### config.mk
export PLATFORM = sky130hd
export DESIGN_NAME = iter_shifter32_flat
export DESIGN_NICKNAME = d
export VERILOG_FILES = /design/src/rtl/iter_shifter32_if.sv /design/src/rtl/iter_shifter32.sv /design/src/flat_wrapper.sv
export SDC_FILE = /design/constraint.sdc
export NUM_CORES = 1
export LEC_CHECK = 0
export BUFFER_PORTS_ARGS = -buffer_cell sky130_fd_sc_hd__buf_2
export CAP_MARGIN = 15
export CELL_PAD_IN_SITES_DETAIL_PLACEMENT = 2
export CELL_PAD_IN_SITES_GLOBAL_PLACEMENT = 2
export CORE_ASPECT_RATIO = 1.75
export CORE_MARGIN = 8
export CORE_UTILIZATION = 27
export CTS_BUF_LIST = sky130_fd_sc_hd__clkbuf_4 sky130_fd_sc_hd__clkbuf_8 sky130_fd_sc_hd__clkbuf_16
export CTS_CLUSTER_DIAMETER = 60
export DETAILED_ROUTE_END_ITERATION = 8
export HOLD_SLACK_MARGIN = 0.15
export PLACE_DENSITY_LB_ADDON = 0.25
export SETUP_SLACK_MARGIN = 0.4
export SYNTH_ARGS = -nofsm -noshare
export SYNTH_HDL_FRONTEND = slang
export SYNTH_SLANG_ARGS = --single-unit
### constraint.sdc
create_clock -name clock -period 1.8 [get_ports clock]
set_clock_uncertainty 0.2 [all_clocks]
set_input_delay 0.09 -clock clock [delete_from_list [all_inputs] [get_ports clock]]
set_output_delay 0.09 -clock clock [all_outputs]
set_load 0.01 [all_outputs]
### src/rtl/iter_shifter32_if.sv
// Request/response bundle for the iterative shifter.
interface iter_shifter32_if #(
   parameter int DATA_W = 32,
   parameter int AMT_W  = 5
);
   logic              start;
   logic [2:0]        op;
   logic [DATA_W-1:0] Ra;
   logic [AMT_W-1:0]  shift_amt;
   logic              busy;
   logic              done;
   logic              illegal_op;
   logic [DATA_W-1:0] result;

   modport master (
      output start, op, Ra, shift_amt,
      input  busy, done, illegal_op, result
   );

   modport slave (
      input  start, op, Ra, shift_amt,
      output busy, done, illegal_op, result
   );
endinterface

### src/rtl/iter_shifter32.sv
// Iterative one-bit-per-cycle shifter/rotator: SHL, SHR, SHRA, ROL, ROR.
// Latency is shift_amt+1 cycles; illegal ops complete in one cycle.
module iter_shifter32 #(
   parameter int DATA_W = 32,
   parameter int AMT_W  = 5
) (
   input  logic              clock,
   input  logic              clear,
   iter_shifter32_if.slave   bus
);

   typedef enum logic {IDLE, SHIFT} state_t;

   localparam logic [2:0] OP_SHL  = 3'd0;
   localparam logic [2:0] OP_SHR  = 3'd1;
   localparam logic [2:0] OP_SHRA = 3'd2;
   localparam logic [2:0] OP_ROL  = 3'd3;
   localparam logic [2:0] OP_ROR  = 3'd4;

   state_t            state_q;
   logic [DATA_W-1:0] work_q, work_d;
   logic [2:0]        op_q;
   logic [AMT_W-1:0]  cnt_q;
   logic              busy_q, done_q, ill_q;
   logic [DATA_W-1:0] result_q;
   logic              op_bad;

   assign op_bad = (bus.op > OP_ROR);

   // One-bit step of the working value for the captured op.
   always_comb begin
      work_d = work_q;
      case (op_q)
         OP_SHL:  work_d = {work_q[DATA_W-2:0], 1'b0};
         OP_SHR:  work_d = {1'b0, work_q[DATA_W-1:1]};
         OP_SHRA: work_d = {work_q[DATA_W-1], work_q[DATA_W-1:1]};
         OP_ROL:  work_d = {work_q[DATA_W-2:0], work_q[DATA_W-1]};
         OP_ROR:  work_d = {work_q[0], work_q[DATA_W-1:1]};
         default: work_d = work_q;
      endcase
   end

   // Control FSM with registered outputs; illegal ops load a zero count so
   // they finish on the first SHIFT edge with the operand untouched.
   always_ff @(posedge clock) begin
      if (!clear) begin
         state_q  <= IDLE;
         work_q   <= '0;
         op_q     <= '0;
         cnt_q    <= '0;
         busy_q   <= 1'b0;
         done_q   <= 1'b0;
         ill_q    <= 1'b0;
         result_q <= '0;
      end else begin
         done_q <= 1'b0;
         ill_q  <= 1'b0;
         case (state_q)
            IDLE: begin
               if (bus.start) begin
                  work_q  <= bus.Ra;
                  op_q    <= bus.op;
                  cnt_q   <= op_bad ? '0 : bus.shift_amt;
                  busy_q  <= 1'b1;
                  state_q <= SHIFT;
               end
            end
            SHIFT: begin
               if (cnt_q != '0) begin
                  work_q <= work_d;
                  cnt_q  <= cnt_q - AMT_W'(1);
               end else begin
                  result_q <= work_q;
                  done_q   <= 1'b1;
                  ill_q    <= (op_q > OP_ROR);
                  busy_q   <= 1'b0;
                  state_q  <= IDLE;
               end
            end
            default: state_q <= IDLE;
         endcase
      end
   end

   assign bus.busy       = busy_q;
   assign bus.done       = done_q;
   assign bus.illegal_op = ill_q;
   assign bus.result     = result_q;

endmodule

### src/flat_wrapper.sv
// flat-port wrapper written by rule: the top's interface ports become plain ports
module iter_shifter32_flat 
#(
   parameter int DATA_W = 32,
   parameter int AMT_W  = 5
)
  (clock, clear, bus_start, bus_op, bus_Ra, bus_shift_amt, bus_busy, bus_done, bus_illegal_op, bus_result);
  iter_shifter32_if #(.DATA_W(DATA_W), .AMT_W(AMT_W)) bus_i ();
  input  logic clock;
  input  logic clear;
  input wire logic [$bits(bus_i.start)-1:0] bus_start;
  input wire logic [$bits(bus_i.op)-1:0] bus_op;
  input wire logic [$bits(bus_i.Ra)-1:0] bus_Ra;
  input wire logic [$bits(bus_i.shift_amt)-1:0] bus_shift_amt;
  output wire logic [$bits(bus_i.busy)-1:0] bus_busy;
  output wire logic [$bits(bus_i.done)-1:0] bus_done;
  output wire logic [$bits(bus_i.illegal_op)-1:0] bus_illegal_op;
  output wire logic [$bits(bus_i.result)-1:0] bus_result;
  assign bus_i.start = bus_start;
  assign bus_i.op = bus_op;
  assign bus_i.Ra = bus_Ra;
  assign bus_i.shift_amt = bus_shift_amt;
  assign bus_busy = bus_i.busy;
  assign bus_done = bus_i.done;
  assign bus_illegal_op = bus_i.illegal_op;
  assign bus_result = bus_i.result;
  iter_shifter32 #(.DATA_W(DATA_W), .AMT_W(AMT_W)) u_core (.clock(clock), .clear(clear), .bus(bus_i));
endmodule
==> metrics.cfg <==
[logic_synthesis]
synthesis.nets = 544
async_flop_share_pct = 0
synth_ff_type = dfxtp_1
syn_area_sq_um = 3709
yosys_warnings = 0
yosysSeqAreaShare_pct = 41.03
synth_area_per_cell_sq_um = 7.417
synth_enable_flop_cells = 0
synth_cell_types = 42
syn_inst = 500
ys_ff_latch = 76

[floorplan]
ios = 78
start_util_pct = 27.71
die-area_sq_um = 17890
core-area_sq_um = 13380
row_count = 56
die-height_microns = 171.0
die_w_microns = 104.6

[grt]
gr-max-usage-layer = met2
grt_max_degree = 42
antenna_found_initial = 0
grt_pass1_wl_mm = 28.17
grt_remaining_overflow = 0
grt.met3_usage_pct = 3.051
globalRouteMet1Util_pct = 20.37
grt_pass1_vias = 4974
grt_use_total_pct = 20.08
grtUsageMet2_pct = 39.04

[worst_setup_path]
ff2ff_setup_slack_ns = -0.44
crit_required_ns = 1.81
endpoint_kind = flop
crit_path_start_kind = flop
worstSetupPathType = reg2reg
cp_max_fo = 7
crit_arrival_ns = 2.25

[power]
powerDensity_nw_per_um2 = 934.4
p_total_uw = 5962
p_leak_uw = 0.002870
vdd_ir_drop_max_uv = 434.0

[layout]
layout-drive-gt1-share_pct = 44.58
antenna_cells = 0
fillers = 1478
area.growth.synth_to_final_pct = 72.06
finalNetCount = 703
utilization_pct = 47.68
layout.cells.non_filler = 838

[placed_design]
dp_hpwl_mm = 9.953
place.gp.congestion = 0.7634
pre_cts_ws_ns = -0.2502
dp_cells = 744
portBuffers = 77

[timing]
final.min_clock_period_ns = 2.243
finalCritPeriodShare_pct = 124.6
drv_slew = 0
worstMarginPinSlew_ns = 0.7198
setup_ws_ns = -0.4434
hold_viol = 0
clock.fmax_mhz = 445.8
setup_viol = 72
hold_slack_ns = 0.1544
relSlewSlack_pct = 52.01
grt_setup_unrepaired = true

[routing]
drc_errors = 0
totalWireLength_mm = 21.03
antenna_left = 0
drtIter0Drc = 148
wl_per_cell_microns = 25.09
firstDrtPassIters = 4
via_count = 4632
viasPerCell = 5.527

[clock_tree]
clockBufferDepth = 2
htreeDepth = 3
cts_tree = built
cts_made_buffers = 9
cts.sinks = 76
clk_latency_ns = 0.34
cts_root_buffer = clkbuf_16
path_clk_slew_ns = 0.06

[status]
status = finished, violations left
violations = setup timing

[min_path]
hp-class = in2reg

[run]
cap_violations = 0

-- cells by family after synthesis --
| family | share of synthesized area (%) |
|---|---|
| muxes | 0.8097 |
| AOI/OAI and AO/OA | 21.90 |
| and+or+nand+nor | 29.49 |
| xor gates and xnor gates | 0.6749 |
| DFF | 41.03 |
| buffers and inverters | 5.769 |
| adders and majority gates | 0.3373 |
-- area by class of cell --
class	instances	area, sq um	area share, %
clock inverters	4	97.59	1.529
multi-input cells	385	2646	41.47
clock buffers	12	247.7	3.882
flip-flops and latches	76	1528	23.94
well taps	174	217.7	3.412
repair buffers	184	1633	25.59
inverters	3	11.26	0.1765
-- layer usage --
layer  wire [microns]  part of all wire (%)
met5                0                     0
met4              860                   4.1
met3              819                   3.9
met2            11690                    56
met1             7663                    36
-- cells in the final DEF, fill, tap and decap left out, drive strengths merged, types with 2 or more instances in the layout --
cell         synthesis  layout
nand3b               2       2
and3                31      31
a21oi               43      43
o21ai                6       6
nand3                5       5
nor3                 2       2
o22ai               30      30
o41ai               30      30
nand2              167     167
nor2b                4       4
or2                  1       6
buf                 17     138
o21a                 2       2
mux2i                3       3
inv                  2       2
clkbuf              24      16
nor2                37      37
dlygate4sd3          0      42
bufinv               0       3
dfxtp               76      76
-- timing repair --
action,in CTS,in global routing
pin swaps,47,18
setup buffers,14,7
setup endpoints to repair,75,75
hold buffers,42,0
gates cloned,10,5
endpoints found under the hold margin,41,0
resized for setup,87,77
-- critical path, cell delays in order, from the launching register on --
cell and delay [ns]:
dfxtp_1 0.43, o21ai_2 0.35, and3_1 0.26, o21ai_4 0.08, buf_12 0.14, buf_6 0.15
o41ai_2 0.48
-- final timing paths --
path,from,to,cells after the start
worst max-delay path,u_core.op_q[0],u_core.work_q[2],6
worst min-delay path,bus_start,u_core.op_q[1],5
worst max register to register,u_core.op_q[0],u_core.work_q[2],6
worst min register to register,u_core.bus.result[18],u_core.bus.result[18],2
-- per-stage QoR --
| step | instance area, sq um | setup TNS [ns] |
|---|---|---|
| global route | 6381 | -22.46 |
| CTS | 5826 | -11.41 |
| detailed placement | 4489 | -8.247 |
| finish | 6381 | -18.04 |
| floorplan | 3799 | -4.381 |
| global placement | 4489 | -5.828 |
-- where the power goes --
group | switching [uW] | leakage [uW] | total [uW] | internal, uW
Combinational | 884 | 0.00208 | 1690 | 803
Clock | 784 | 0.000167 | 2190 | 1400
Sequential | 261 | 0.000622 | 2090 | 1830
-- state kept, by name, summed over array words and instances (netlist names) --
name / cells
u_core.state_q: 1
u_core.bus.done: 1
u_core.cnt_q: 5
u_core.bus.illegal_op: 1
u_core.bus.busy: 1
u_core.work_q: 32
u_core.op_q: 3
u_core.bus.result: 32
-- synth_stat cells (3+ instances only) --
master | n | share of area (%)
mux2i_1 | 3 | 0.81
buf_4 | 4 | 0.81
o22ai_1 | 30 | 5.1
buf_6 | 3 | 0.91
clkbuf_1 | 24 | 2.4
o41ai_1 | 30 | 7.1
a21oi_1 | 42 | 5.7
and3_1 | 31 | 5.2
nor2b_1 | 4 | 0.67
dfxtp_1 | 76 | 41
buf_2 | 9 | 1.2
nor2_1 | 37 | 3.7
o21ai_0 | 3 | 0.40
nand3_1 | 5 | 0.67
nand2_1 | 167 | 17
No activity file was read; power rests on OpenSTA's default activity.
